===== src/rtl/cpu_types_pkg.sv =====
// Shared CPU datapath types.
// Word and word-address widths used by the cache/memory side.
package cpu_types_pkg;

  typedef logic [31:0] word_t;

  localparam int WORD_ADDR_W = 30;

  typedef logic [WORD_ADDR_W-1:0] word_addr_t;

endpackage


===== src/rtl/mem_responder_if.sv =====
// Cache-side request/response and RAM-side port bundle
// for the memory responder.
interface mem_responder_if;
  import cpu_types_pkg::*;

  logic       iREN;
  word_t      iaddr;
  logic       iwait;
  word_t      iload;

  logic       dREN;
  logic       dWEN;
  word_t      daddr;
  word_t      dstore;
  logic       dwait;
  word_t      dload;

  logic       ram_ren;
  logic       ram_wen;
  word_addr_t ram_addr;
  word_t      ram_wdata;
  word_t      ram_rdata;

  modport slave (
    input  iREN, iaddr,
    input  dREN, dWEN, daddr, dstore,
    input  ram_rdata,
    output iwait, iload,
    output dwait, dload,
    output ram_ren, ram_wen,
    output ram_addr, ram_wdata
  );

  modport master (
    output iREN, iaddr,
    output dREN, dWEN, daddr, dstore,
    output ram_rdata,
    input  iwait, iload,
    input  dwait, dload,
    input  ram_ren, ram_wen,
    input  ram_addr, ram_wdata
  );

endinterface


===== src/rtl/mem_responder.sv =====
// Memory responder: arbitrates I/D word requests, inserts a fixed
// latency, drives a single-port sync RAM and pulses completion.
module mem_responder
  import cpu_types_pkg::*;
#(
  parameter int unsigned LAT = 2
) (
  input logic            CLK,
  input logic            RST,
  mem_responder_if.slave bus
);

  typedef enum logic [2:0] {
    S_IDLE,
    S_WAIT,
    S_ACCESS,
    S_CAPTURE,
    S_DONE
  } state_e;

  localparam logic [3:0] CNT_INIT = 4'(LAT) - 4'd1;
  localparam bit         LAT_ZERO = (LAT == 0);

  state_e     state_q, state_d;
  logic [3:0] cnt_q, cnt_d;
  logic       dmst_q, dmst_d;
  logic       wr_q, wr_d;
  word_addr_t addr_q, addr_d;
  word_t      wdata_q, wdata_d;
  logic       ren_q, ren_d;
  logic       wen_q, wen_d;
  logic       iwait_q, iwait_d;
  logic       dwait_q, dwait_d;
  word_t      iload_q, iload_d;
  word_t      dload_q, dload_d;

  logic       req_g;
  logic       any_req;
  logic       unused_lsb;

  assign unused_lsb = ^{bus.iaddr[1:0], bus.daddr[1:0]};
  assign any_req    = bus.dWEN | bus.dREN | bus.iREN;
  assign req_g      = dmst_q ? (bus.dREN | bus.dWEN) : bus.iREN;

  always_comb begin
    state_d = state_q;
    cnt_d   = cnt_q;
    dmst_d  = dmst_q;
    wr_d    = wr_q;
    addr_d  = addr_q;
    wdata_d = wdata_q;
    ren_d   = 1'b0;
    wen_d   = 1'b0;
    iwait_d = 1'b1;
    dwait_d = 1'b1;
    iload_d = iload_q;
    dload_d = dload_q;
    unique case (state_q)
      S_IDLE: begin
        // data beats instruction; a write beats a read
        if (bus.dWEN || bus.dREN) begin
          dmst_d = 1'b1;
          wr_d   = bus.dWEN;
          addr_d = bus.daddr[31:2];
        end else if (bus.iREN) begin
          dmst_d = 1'b0;
          wr_d   = 1'b0;
          addr_d = bus.iaddr[31:2];
        end
        if (any_req) begin
          wdata_d = bus.dstore;
          cnt_d   = CNT_INIT;
          if (LAT_ZERO) begin
            state_d = S_ACCESS;
            ren_d   = !wr_d;
            wen_d   = wr_d;
          end else begin
            state_d = S_WAIT;
          end
        end
      end
      S_WAIT: begin
        if (!req_g) begin
          state_d = S_IDLE;
        end else if (cnt_q == 4'd0) begin
          state_d = S_ACCESS;
          ren_d   = !wr_q;
          wen_d   = wr_q;
        end else begin
          cnt_d = cnt_q - 4'd1;
        end
      end
      S_ACCESS: begin
        if (wr_q) begin
          state_d = S_DONE;
          dwait_d = 1'b0;
          dload_d = '0;
        end else begin
          state_d = S_CAPTURE;
        end
      end
      S_CAPTURE: begin
        state_d = S_DONE;
        if (dmst_q) begin
          dwait_d = 1'b0;
          dload_d = bus.ram_rdata;
        end else begin
          iwait_d = 1'b0;
          iload_d = bus.ram_rdata;
        end
      end
      S_DONE: state_d = S_IDLE;
      default: state_d = S_IDLE;
    endcase
  end

  always_ff @(posedge CLK or posedge RST) begin
    if (RST) begin
      state_q <= S_IDLE;
      cnt_q   <= '0;
      dmst_q  <= 1'b0;
      wr_q    <= 1'b0;
      addr_q  <= '0;
      wdata_q <= '0;
      ren_q   <= 1'b0;
      wen_q   <= 1'b0;
      iwait_q <= 1'b1;
      dwait_q <= 1'b1;
      iload_q <= '0;
      dload_q <= '0;
    end else begin
      state_q <= state_d;
      cnt_q   <= cnt_d;
      dmst_q  <= dmst_d;
      wr_q    <= wr_d;
      addr_q  <= addr_d;
      wdata_q <= wdata_d;
      ren_q   <= ren_d;
      wen_q   <= wen_d;
      iwait_q <= iwait_d;
      dwait_q <= dwait_d;
      iload_q <= iload_d;
      dload_q <= dload_d;
    end
  end

  assign bus.iwait     = iwait_q;
  assign bus.iload     = iload_q;
  assign bus.dwait     = dwait_q;
  assign bus.dload     = dload_q;
  assign bus.ram_ren   = ren_q;
  assign bus.ram_wen   = wen_q;
  assign bus.ram_addr  = addr_q;
  assign bus.ram_wdata = wdata_q;

endmodule


===== src/flat_wrapper.sv =====
// flat-port wrapper written by rule: the top's interface ports become plain ports
module mem_responder_flat import cpu_types_pkg::*;
#(
  parameter int unsigned LAT = 2
)
  (CLK, RST, bus_iREN, bus_iaddr, bus_dREN, bus_dWEN, bus_daddr, bus_dstore, bus_ram_rdata, bus_iwait, bus_iload, bus_dwait, bus_dload, bus_ram_ren, bus_ram_wen, bus_ram_addr, bus_ram_wdata);
  mem_responder_if bus_i ();
  input logic CLK;
  input logic RST;
  input wire logic [$bits(bus_i.iREN)-1:0] bus_iREN;
  input wire logic [$bits(bus_i.iaddr)-1:0] bus_iaddr;
  input wire logic [$bits(bus_i.dREN)-1:0] bus_dREN;
  input wire logic [$bits(bus_i.dWEN)-1:0] bus_dWEN;
  input wire logic [$bits(bus_i.daddr)-1:0] bus_daddr;
  input wire logic [$bits(bus_i.dstore)-1:0] bus_dstore;
  input wire logic [$bits(bus_i.ram_rdata)-1:0] bus_ram_rdata;
  output wire logic [$bits(bus_i.iwait)-1:0] bus_iwait;
  output wire logic [$bits(bus_i.iload)-1:0] bus_iload;
  output wire logic [$bits(bus_i.dwait)-1:0] bus_dwait;
  output wire logic [$bits(bus_i.dload)-1:0] bus_dload;
  output wire logic [$bits(bus_i.ram_ren)-1:0] bus_ram_ren;
  output wire logic [$bits(bus_i.ram_wen)-1:0] bus_ram_wen;
  output wire logic [$bits(bus_i.ram_addr)-1:0] bus_ram_addr;
  output wire logic [$bits(bus_i.ram_wdata)-1:0] bus_ram_wdata;
  assign bus_i.iREN = bus_iREN;
  assign bus_i.iaddr = bus_iaddr;
  assign bus_i.dREN = bus_dREN;
  assign bus_i.dWEN = bus_dWEN;
  assign bus_i.daddr = bus_daddr;
  assign bus_i.dstore = bus_dstore;
  assign bus_i.ram_rdata = bus_ram_rdata;
  assign bus_iwait = bus_i.iwait;
  assign bus_iload = bus_i.iload;
  assign bus_dwait = bus_i.dwait;
  assign bus_dload = bus_i.dload;
  assign bus_ram_ren = bus_i.ram_ren;
  assign bus_ram_wen = bus_i.ram_wen;
  assign bus_ram_addr = bus_i.ram_addr;
  assign bus_ram_wdata = bus_i.ram_wdata;
  mem_responder #(.LAT(LAT)) u_core (.CLK(CLK), .RST(RST), .bus(bus_i));
endmodule

===== config.mk =====
export PLATFORM = sky130hd
export DESIGN_NAME = mem_responder_flat
export DESIGN_NICKNAME = d
export VERILOG_FILES = /design/src/rtl/cpu_types_pkg.sv /design/src/rtl/mem_responder_if.sv /design/src/rtl/mem_responder.sv /design/src/flat_wrapper.sv
export SDC_FILE = /design/constraint.sdc
export NUM_CORES = 1
export LEC_CHECK = 0
export ABC_CLOCK_PERIOD_IN_PS = 4200
export BUFFER_PORTS_ARGS = -buffer_cell sky130_fd_sc_hd__buf_2
export CAP_MARGIN = 20
export CORE_ASPECT_RATIO = 0.6
export CORE_MARGIN = 2
export CORE_UTILIZATION = 43
export CTS_CLUSTER_DIAMETER = 150
export DETAILED_ROUTE_END_ITERATION = 10
export PLACE_DENSITY_LB_ADDON = 0.08
export SLEW_MARGIN = 20
export SYNTH_ARGS = -nofsm -noshare
export SYNTH_HDL_FRONTEND = slang
export SYNTH_SLANG_ARGS = --single-unit

===== constraint.sdc =====
create_clock -name CLK -period 4.2 [get_ports CLK]
set_clock_uncertainty 0.2 [all_clocks]
set_input_delay 0.21 -clock CLK [delete_from_list [all_inputs] [get_ports CLK]]
set_output_delay 0.21 -clock CLK [all_outputs]
set_load 0.02 [all_outputs]

Yosys cells after proc, flatten, opt, wreduce, memory -nomap -nowiden
Cells that the tools add are included.
{"block": "word_totals", "ff_bits": 139, "output_inout_bits": 130, "word_cells": 67}
{"block": "op_classes", "n_addsub": 1, "n_eq_ne": 9, "muxes": 29, "n_bitwise": 3, "reduce_logical": 13}
{"op": "$mux 32", "count": 2}
{"op": "$pmux 32 s2", "count": 1}
{"op": "$mux 30", "count": 2}
{"op": "$mux 1", "count": 14}
{"op": "$mux 3", "count": 4}
{"op": "$mux 4", "count": 3}
{"op": "$pmux 3 s4", "count": 1}
{"op": "$ne 2x1->1 const B", "count": 4}
{"op": "$pmux 4 s2", "count": 1}
{"op": "$reduce_and 2->1", "count": 4}
{"op": "$eq 3x2->1 const B", "count": 2}
{"op": "$reduce_bool 2->1", "count": 3}
{"op": "$logic_not 4->1", "count": 1}
{"op": "$reduce_and 4->1", "count": 1}
{"op": "$sub 4x1->4 const B", "count": 1}
{"op": "$eq 3x1->1 const B", "count": 1}
{"op": "$logic_not 3->1", "count": 1}
{"op": "$ne 3x3->1 const B", "count": 1}
{"op": "$reduce_and 3->1", "count": 1}
{"op": "$ne 2x2->1 const B", "count": 1}
{"op": "$or 1x1->1", "count": 2}
{"op": "$pmux 1 s2", "count": 1}
{"op": "$logic_not 1->1", "count": 1}
{"op": "$logic_or 1x1->1", "count": 1}
{"op": "$not 1->1", "count": 1}

Depth between registers and ports, before layout
Gate-level depths: netlist of run 1.
{"block": "depth", "word_depth": 4, "mapped_depth": 7}

Least setup slack after synthesis of run 1
OpenSTA, ideal clock, no wires.
{"block": "synth_path", "path_kind": "reg2reg", "start": "reg u_core.state_q[1]", "end": "reg u_core.iload_q[10] (netlist: u_core.bus.iload[10])", "setup_time_ps": 125, "t_arrival_ps": 1527, "required_time_ps": 3875, "slack_ps": 2348, "stages_incl_launch_ff": 8, "path_buffers": 3, "period_less_slack_ps": 1852, "cell_sequence": "dfrtp_1 -> nor2b_4 -> and2_1 -> buf_6 -> nor2b_4 -> buf_6 -> buf_12 -> mux2_4"}
{"block": "synth_between", "elab_chain_len": 2}
{"element": "start, declared", "line": "mem_responder.sv:24", "text": "state_e state_q, state_d;"}
{"element": "start signal, assigned", "line": "mem_responder.sv:132", "text": "state_q <= state_d;"}
{"element": "$eq 3x2->1", "line": "mem_responder.sv:58", "text": "unique case (state_q)"}
{"element": "$reduce_and 2->1 (no source line)"}
{"element": "end signal, assigned", "line": "mem_responder.sv:142", "text": "iload_q <= iload_d;"}
{"element": "end, declared", "line": "mem_responder.sv:34", "text": "word_t iload_q, iload_d;"}
Every way passes these cells.
A chain may end at the register's enable or synchronous reset.

Worst setup path in the final report of run 1
{"block": "layout_path", "start": "reg u_core.state_q[1]", "end": "reg u_core.iload_q[30] (netlist: u_core.bus.iload[30])"}
The elaborated chain is that of the path after synthesis.

==> results of run 1 <==
[layer usage]
layer / vias up / GRT usage [%] / share of wire, %
met2: 177 / 40.73 / 49
li1: 2528 / - / -
met5: - / 0 / 0
met4: 0 / 5.633 / 1.2
met1: 2455 / 28.24 / 43
met3: 17 / 6.181 / 6.7
[synthesized netlist by cell type, types with 2 or more instances]
cell type / n
o21ai_0: 55
mux2i_1: 32
nor2b_4: 2
nand2_1: 195
nor2_1: 6
ha_1: 2
a211oi_1: 2
nor3_1: 2
o21ai_1: 10
mux2_4: 29
dfrtp_1: 137
clkbuf_1: 14
buf_6: 2
mux2_1: 3
a21oi_1: 2
and2_1: 2
buf_12: 3
buf_2: 13
o21a_1: 2
nor3b_1: 3
a31oi_1: 4
inv_1: 5
dfstp_2: 2
[layout make-up]
cell class	instances	area (µm²)
fillers	974	3956
repair buffers	391	2628
inverters	5	23.77
multi-input cells	363	2153
well taps	170	212.7
clock buffers	19	432.9
clock inverters	13	165.2
flip-flops and latches	139	3481
[final timing paths]
| check | startpoint | to | slack (ps) |
|---|---|---|---|
| setup / recovery | u_core.state_q[1] | u_core.bus.iload[30] | 1590 |
| hold / removal | bus_dREN | u_core.dmst_q | 80 |
| max in group asynchronous | RST | u_core.bus.ram_wdata[19] | 2490 |
| min in group asynchronous | RST | u_core.bus.iload[24] | 350 |
| hold reg to reg | u_core.bus.ram_wdata[30] | u_core.bus.ram_wdata[30] | 270 |
| setup reg to reg | u_core.state_q[1] | u_core.bus.iload[30] | 1590 |
[worst register-to-register path: cells and delay by family, from the launching register on]
family / cells / cell delay (ps)
buf+inv: 2 / 860
flops: 1 / 470
mux: 1 / 390
simple gates: 3 / 570
[power by group through the flow]
stage	Combinational (mW)	Sequential [mW]	Clock (mW)
final	2.99	2.37	1.51
after global routing	3.27	2.46	1.60
after CTS	2.99	2.37	1.55
after detailed placement	2.89	2.37	0
after global placement	2.83	2.34	0
after floorplan	1.20	3.08	0
[registers in the layout, summed over array words and instances, names as in the netlist]
name,cells
u_core.state_q,3
u_core.dmst_q,1
u_core.bus.ram_wdata,32
u_core.wr_q,1
u_core.bus.iwait,1
u_core.bus.ram_wen,1
u_core.bus.dwait,1
u_core.bus.ram_addr,30
u_core.bus.ram_ren,1
u_core.bus.dload,32
u_core.bus.iload,32
u_core.cnt_q,4
[cell families after synthesis]
logic type	Yosys count	share of synthesized area [%]
AO/OA/AOI/OAI	78	7.146
adder cells (fa/ha/maj)	2	0.4291
multiplexers	65	13.73
buffers and inverters	38	3.820
flip-flops	139	59.70
AND/OR/NAND/NOR	218	15.17
[repair_timing]
item                      in CTS  in global routing
hold endpoints to repair     235                  0
hold buffers                 127                  0
buffers inserted               0                  0
==> impl_metrics.tcl, run 1 <==
set metrics [dict create \
    outcome "complete, no violations" \
    p_sw_share_pct 41.17 \
    overflow 0 \
    setup_tns_ps 0 \
    cts_resized 0 \
    final_hold_viol_count 0 \
    synth_top_area_share_pct 58.80 \
    p_leak_nw 4.665 \
    placed_cell_area_um2 7194 \
    yosysWarnings 0 \
    layout_common_cells "buf_2, nand2_1, dfrtp_1" \
    fmax_mhz 383.5 \
    fin_hold_ws_ps 75.63 \
    dp_worst_setup_slack_ps 1568 \
    seqPwrFrac_pct 34.5 \
    synth_area_leaders "dfrtp_1, nand2_1, mux2_4, mux2i_1, o21ai_0" \
    vias_per_cell 4.706 \
    hpwl_um 10080 \
    io_buffers 258 \
    route.vias.total 5177 \
    ios 263 \
    fin_crit_ps 2608 \
    syn2layout_area_growth_pct 56.01 \
    numCtsBuffers 17 \
    p_per_area_nw_per_um2 755.9 \
    pwr-share-clk_pct 22.0 \
    clkSinkCount 139 \
    yosysUniqueCellTypes 36 \
    required_ps 4280 \
    comb_power_share_pct 43.5 \
    rsz0062_at_grt "no" \
    die_area_um2 14540 \
    design_area_um2 9096 \
    postSynth.asyncResetShare_pct 100.0 \
    syn-num-nets 675 \
    start_util_pct 44.67 \
    cts_tree "done" \
    critPathKind "reg2reg" \
    slowest_stage "buf_4" \
    setup-violations-final 0 \
    dieHeight_um 94.20 \
    layout_commonest_cell "buf_2" \
    p_sw_mw 2.831 \
    synth.largest_area_cell "dfrtp_1" \
    fin_nets 1052 \
    ant_nets 0 \
    cp-start-kind "register" \
    dr.pass1.iters 4 \
    ys_ff_latch 139 \
    grt_pass1_vias 5336 \
    instances_no_fill 1100 \
    holdPathStages 3 \
    clk-insertion-delay-late_ps 390 \
    vdd_drop_max_mv 0.3953 \
    fp.coreArea_um2 13050 \
    max_stage_delay_ps 520 \
    yosysSeqAreaShare_pct 59.70 \
    syn_inst 540 \
    cts_buffer_depth 2 \
    drive_gt1_share_pct 36.02 \
    power_mw 6.876 \
    htree_levels 4 \
    finalCritPeriodShare_pct 62.09 \
    wl_per_cell_um 14.77 \
    routed_wl_um 16250 \
    placementRows 32 \
    final_util_pct 69.69 \
    p_int_mw 4.045 \
    cp.arrival_ps 2690 \
    layout_setup_ws_ps 1592 \
    avgSynthCellArea_um2 10.80 \
    slew_headroom_pct 35.48 \
    slew_violations 0 \
    cp-end-kind "register" \
    drt_iter0_markers 224 \
    cp_max_fo 33 \
    ys.flop_type "dfrtp_1" \
    synth_area_um2 5831 \
    antenna_found_initial 0 \
    path_delay_family "buffers and inverters" \
    path_cells "nor2b_4 > and2_1 > buf_4 > nor2b_4 > buf_4 > mux2_1" \
    crit_cells 6 \
    place_inst 940 \
    grt_pass1_wl_um 26440 \
    grt_max_degree 111 \
    dieWidth_um 154.3 \
    tightest_slew_ps 967.9 \
    clock-root-buffer "clkbuf_16" \
    num_antenna_cells 0 \
    drv_cap 0 \
    globalRouteTotalUtil_pct 22.96 \
    synth_edf_count 0 \
    r2r_cells 6 \
    path_buf_inv 2 \
    hold_path.class "in2reg" \
    gp_congestion 0.8071 \
    drc 0 \
    path_clk_slew_ps 60 \
]
Note: power is estimated with default switching activity, not from simulation.
==> run 2, diff against run 1 <==
ABC_CLOCK_PERIOD_IN_PS = 2700   (was 4200)
CORE_UTILIZATION = 47   (was 43)
clock period = 2.7 ns   (was 4.2 ns; I/O delays follow)
==> run 2 against run 1 <==
Final area is 1.1% higher. Flip-flop and latch count stayed put. Clock power is 57% higher. Worst setup slack worse by 1200 ps. Utilization is 6.5 points higher. First-iteration DRC count is 13% lower. Routed wire length is 3.9% higher. Total power is 58% higher. Sequential share of layout area is 0.41 points lower. Global-route usage is 3.4 points higher. Critical endpoint is now u_core.bus.ram_addr[26]. Largest cell class unchanged. Highest routed layer unchanged.
==> impl_metrics.tcl, run 2 (synthesis results as in run 1) <==
set metrics [dict create \
    drc 0 \
    holdPathEnd "u_core.state_q[0]" \
    crit_path_start "bus_dWEN" \
    hold_start "bus_dREN" \
    required_ps 2760 \
    numCtsBuffers 17 \
    finalCritPeriodShare_pct 84.71 \
    die_area_um2 13340 \
    hpwl_um 10540 \
    r2r_cells 4 \
    fp.coreArea_um2 12060 \
    crit_top_cell "dlygate4sd3_1" \
    cp.arrival_ps 2350 \
    highest_layer "met4" \
    antenna_found_initial 0 \
    holdPathStages 5 \
    setup-violations-final 0 \
    drive_gt1_share_pct 36.43 \
    drt_iter0_markers 194 \
    routed_wl_um 16880 \
    clk-insertion-delay-late_ps 410 \
    layout_commonest_cell "buf_2" \
    outcome "complete, no violations" \
    dr.pass1.iters 5 \
    slew_violations 0 \
    placementRows 31 \
    rsz0062_at_grt "no" \
    cp_max_fo 30 \
    multi_input_area_um2 2148 \
    start_util_pct 48.34 \
    drv_cap 0 \
    htree_levels 4 \
    post_cts_buffers 0 \
    clkSinkCount 139 \
    r2r_start "u_core.state_q[0]" \
    slew_headroom_pct 43.43 \
    grt_pass1_vias 5707 \
    max_stage_delay_ps 590 \
    cts_buffer_depth 2 \
    design_area_um2 9195 \
    io_buffers 258 \
    hold_path.class "in2reg" \
    clock-root-buffer "clkbuf_16" \
    final_util_pct 76.23 \
    cts_tree "done" \
    ant_nets 0 \
    p_leak_nw 4.711 \
    num_antenna_cells 0 \
    overflow 0 \
    wl_met1_um 6916 \
    wl_per_cell_um 15.33 \
    placed_cell_area_um2 7282 \
    wl_met2_um 8305 \
    route.vias.total 5327 \
    fill_cells 765 \
    r2r-end "u_core.dmst_q" \
    tightest_slew_ps 846.8 \
    ios 263 \
    final_hold_viol_count 0 \
    vdd_drop_max_mv 0.6453 \
    fin_nets 1059 \
    grt_pass1_wl_um 28100 \
    grt_max_degree 66 \
    vias_per_cell 4.838 \
    setup_tns_ps 0 \
    ff_latch_area_um2 3481 \
    fin_crit_ps 2287 \
    dieWidth_um 147.8 \
    dieHeight_um 90.28 \
    layout_common_cells "buf_2, nand2_1, dfrtp_1" \
    path_cells "dlygate4sd3_1 > buf_2 > nor2_4 > buf_4 > mux2i_1 > dlygate4sd3_1 > o21ai_0" \
    path_clk_slew_ps 60 \
    cp-start-kind "input port" \
    slowest_stage "dlygate4sd3_1" \
    syn2layout_area_growth_pct 57.70 \
    cp-end-kind "register" \
    globalRouteTotalUtil_pct 26.39 \
    p_per_area_nw_per_um2 1185 \
    critPathKind "in2reg" \
    gp_congestion 0.7916 \
    fmax_mhz 437.2 \
    reg2reg_setup_slack_ps 640 \
    wl_met3_um 1350 \
]
==> run 2: repair_timing <==
item,in CTS,in global routing
hold buffers,128,0
endpoints found under the setup margin,0,0
endpoints found under the hold margin,160,0
gates resized for setup,0,0
==> run 2: layer usage <==
metal  global-route usage [%]  up-vias
li1                         -     2538
met1                    32.62     2536
met2                    44.92      227
met3                    7.626       26
met4                    8.494        0
met5                        0        -
==> run 2: critical path: cells and delay by family <==
family	cells	cell delay, ps
mux	1	280
simple gates	1	110
buf+inv	4	1730
compound gates	1	90
==> run 2: worst max-delay path by stage <==
| stage | endpoint | slack (ps) | cells after the start |
|---|---|---|---|
| 2_1_floorplan | u_core.bus.dload[0] | 630 | 1 |
| 3_3_place_gp | u_core.cnt_q[1] | 350 | 6 |
| 3_5_place_dp | u_core.cnt_q[1] | 300 | 6 |
| 4_1_cts | u_core.cnt_q[1] | 170 | 7 |
| 5_1_grt | u_core.bus.ram_addr[3] | 360 | 7 |
| 6_report | u_core.bus.ram_addr[26] | 410 | 7 |
==> run 2: area by class of cell <==
type | instances | share of cell area, %
clock inverter | 12 | 1.755
inverter | 5 | 0.2449
multi-input combinational | 363 | 23.36
timing repair buffer | 398 | 29.72
clock buffer | 19 | 4.817
sequential | 139 | 37.86
tap | 165 | 2.245
==> run 2: report_power, final <==
| group | internal, mW | leakage, nW | switching (mW) |
|---|---|---|---|
| combinational | 1.84 | 2.66 | 2.98 |
| sequential | 3.10 | 1.76 | 0.609 |
| clock | 1.48 | 0.287 | 0.888 |
==> run 2: through the flow <==
stage,total power [mW],std cells,setup slack (ps),hold slack [ps]
global placement,8.089,941,352.8,122.2
CTS,10.84,1100,172.4,98.91
finish,10.89,1101,412.7,102.7
detailed placement,8.261,941,303.9,128.6
floorplan,6.663,540,631.5,40.44
global route,11.59,1101,355.0,129.1
==> run 3, diff against run 2 <==
ABC_CLOCK_PERIOD_IN_PS = 2400   (was 2700)
clock period = 2.4 ns   (was 2.7 ns; I/O delays follow)
==> run 3 against run 2 <==
Worst setup slack got worse by 290 ps. Hold slack lost 9.0 ps. Total power increased by 14%. Routed wire length down 1.2%. Critical path depth is the same. Via count decreased by 0.98%. Register-to-register slack got worse by 270 ps. Clock power rose by 20%. Combinational power increased by 12%. Cell count fell by 0.36%. Sequential power grew 12%. Largest cell class unchanged. Largest power group unchanged.
==> impl_metrics.tcl, run 3 (synthesis results as in run 1) <==
set metrics [dict create \
    drv_cap 0 \
    setup-violations-final 0 \
    htree_levels 4 \
    syn2layout_area_growth_pct 57.60 \
    grt_pass1_vias 5605 \
    holdPathEnd "u_core.cnt_q[1]" \
    wl_met2_um 8063 \
    path_clk_slew_ps 60 \
    cts_resized 0 \
    required_ps 2480 \
    fmax_mhz 439.9 \
    ff_latch_area_um2 3481 \
    slew_violations 0 \
    layout_setup_ws_ps 126.9 \
    fin_hold_ws_ps 93.71 \
    p_per_area_nw_per_um2 1346 \
    placementRows 31 \
    r2r_cells 4 \
    fin_nets 1054 \
    route.vias.total 5275 \
    num_antenna_cells 0 \
    ios 263 \
    drt_iter0_markers 238 \
    fp.coreArea_um2 12060 \
    numCtsBuffers 17 \
    wl_met1_um 7188 \
    dp_worst_setup_slack_ps 444.1 \
    grt_pass1_wl_um 27630 \
    cts_tree "done" \
    vdd_drop_max_mv 0.7103 \
    highest_layer "met4" \
    clkSinkCount 139 \
    outcome "complete, no violations" \
    setup_tns_ps 0 \
    dr.pass1.iters 4 \
    grt_max_degree 140 \
    holdPathStages 5 \
    tightest_slew_ps 742.6 \
    post_cts_buffers 0 \
    hpwl_um 10130 \
    clock-root-buffer "clkbuf_16" \
    fin_crit_ps 2273 \
    multi_input_area_um2 2148 \
    cp-end-kind "register" \
    design_area_um2 9189 \
    gp_congestion 0.8219 \
    io_buffers 258 \
    cp.arrival_ps 2350 \
    finalCritPeriodShare_pct 94.71 \
    max_stage_delay_ps 590 \
    crit_top_cell "dlygate4sd3_1" \
    slowest_stage "dlygate4sd3_1" \
    vias_per_cell 4.809 \
    antenna_found_initial 0 \
    final_hold_viol_count 0 \
    placed_cell_area_um2 7264 \
    drive_gt1_share_pct 36.05 \
    layout_common_cells "buf_2, nand2_1, dfrtp_1" \
    cp_max_fo 30 \
    die_area_um2 13340 \
    hold_path.class "in2reg" \
    routed_wl_um 16670 \
    hold_start "bus_dREN" \
    reg2reg_setup_slack_ps 370 \
    cp-start-kind "input port" \
    r2r-end "u_core.dmst_q" \
    rsz0062_at_grt "no" \
    overflow 0 \
    critPathKind "in2reg" \
    fill_cells 829 \
    dieWidth_um 147.8 \
    wl_per_cell_um 15.20 \
    path_cells "dlygate4sd3_1 > buf_2 > nor2_4 > buf_4 > mux2i_1 > dlygate4sd3_1 > o21ai_1" \
    drc 0 \
    cts_buffer_depth 2 \
    wl_met3_um 1156 \
    r2r_start "u_core.state_q[0]" \
    dieHeight_um 90.28 \
    slew_headroom_pct 50.49 \
    layout_commonest_cell "buf_2" \
    globalRouteTotalUtil_pct 25.85 \
    power_mw 12.37 \
    ctsHoldBuffers 128 \
    p_leak_nw 4.714 \
    clk-insertion-delay-late_ps 400 \
    start_util_pct 48.34 \
    ant_nets 0 \
]
## run 3: changes by cell type in the layout (fill, tap and decap cells not counted), moves of 2 or more
cell        previous run  this run
bufinv_16              3         5
clkinv_2               1         4
buf_4                  7         2
inv_6                  4         1
clkinvlp_4             4         1
## run 3: layout make-up
class	instances	area share, %
clock buffer	20	4.861
timing repair buffer	393	29.25
multi-input combinational	363	23.38
inverter	5	0.2451
sequential	139	37.88
tap	165	2.247
clock inverter	12	2.138
## run 3: metrics by stage
step / std cells / util, %
global route: 1097 / 76.17
global placement: 937 / 60.22
CTS: 1097 / 76.17
floorplan: 540 / -
finish: 1097 / 76.17
detailed placement: 937 / 60.22
## run 3: worst max path at each step
stage,from,cells after the start,slack (ps),end
3_3_place_gp,u_core.state_q[1],5,500,u_core.bus.iload[30]
3_5_place_dp,u_core.state_q[1],5,440,u_core.bus.iload[30]
4_1_cts,bus_dWEN,7,180,u_core.bus.ram_addr[16]
2_1_floorplan,RST,1,350,u_core.bus.dload[0]
6_report,bus_dWEN,7,130,u_core.bus.ram_addr[11]
5_1_grt,bus_dWEN,7,30,u_core.bus.ram_addr[3]
## run 3: metal layers
metal  up-vias  GRT usage (%)
met3        26          7.020
li1       2538              -
met1      2521          33.01
met2       190          43.29
met4         0          8.013
met5         -              0
## run 3: critical path: cells and delay by family
family / cells / cell delay, ps
AO/OA/AOI/OAI: 1 / 60
multiplexers: 1 / 280
buffers and inverters: 4 / 1740
AND/OR/NAND/NOR: 1 / 110
## run 3: power by group
group	switching [mW]	leakage (nW)	internal, mW
combinational	3.34	2.63	2.04
clock	0.968	0.318	1.87
sequential	0.664	1.76	3.49
total	4.97	4.71	7.40
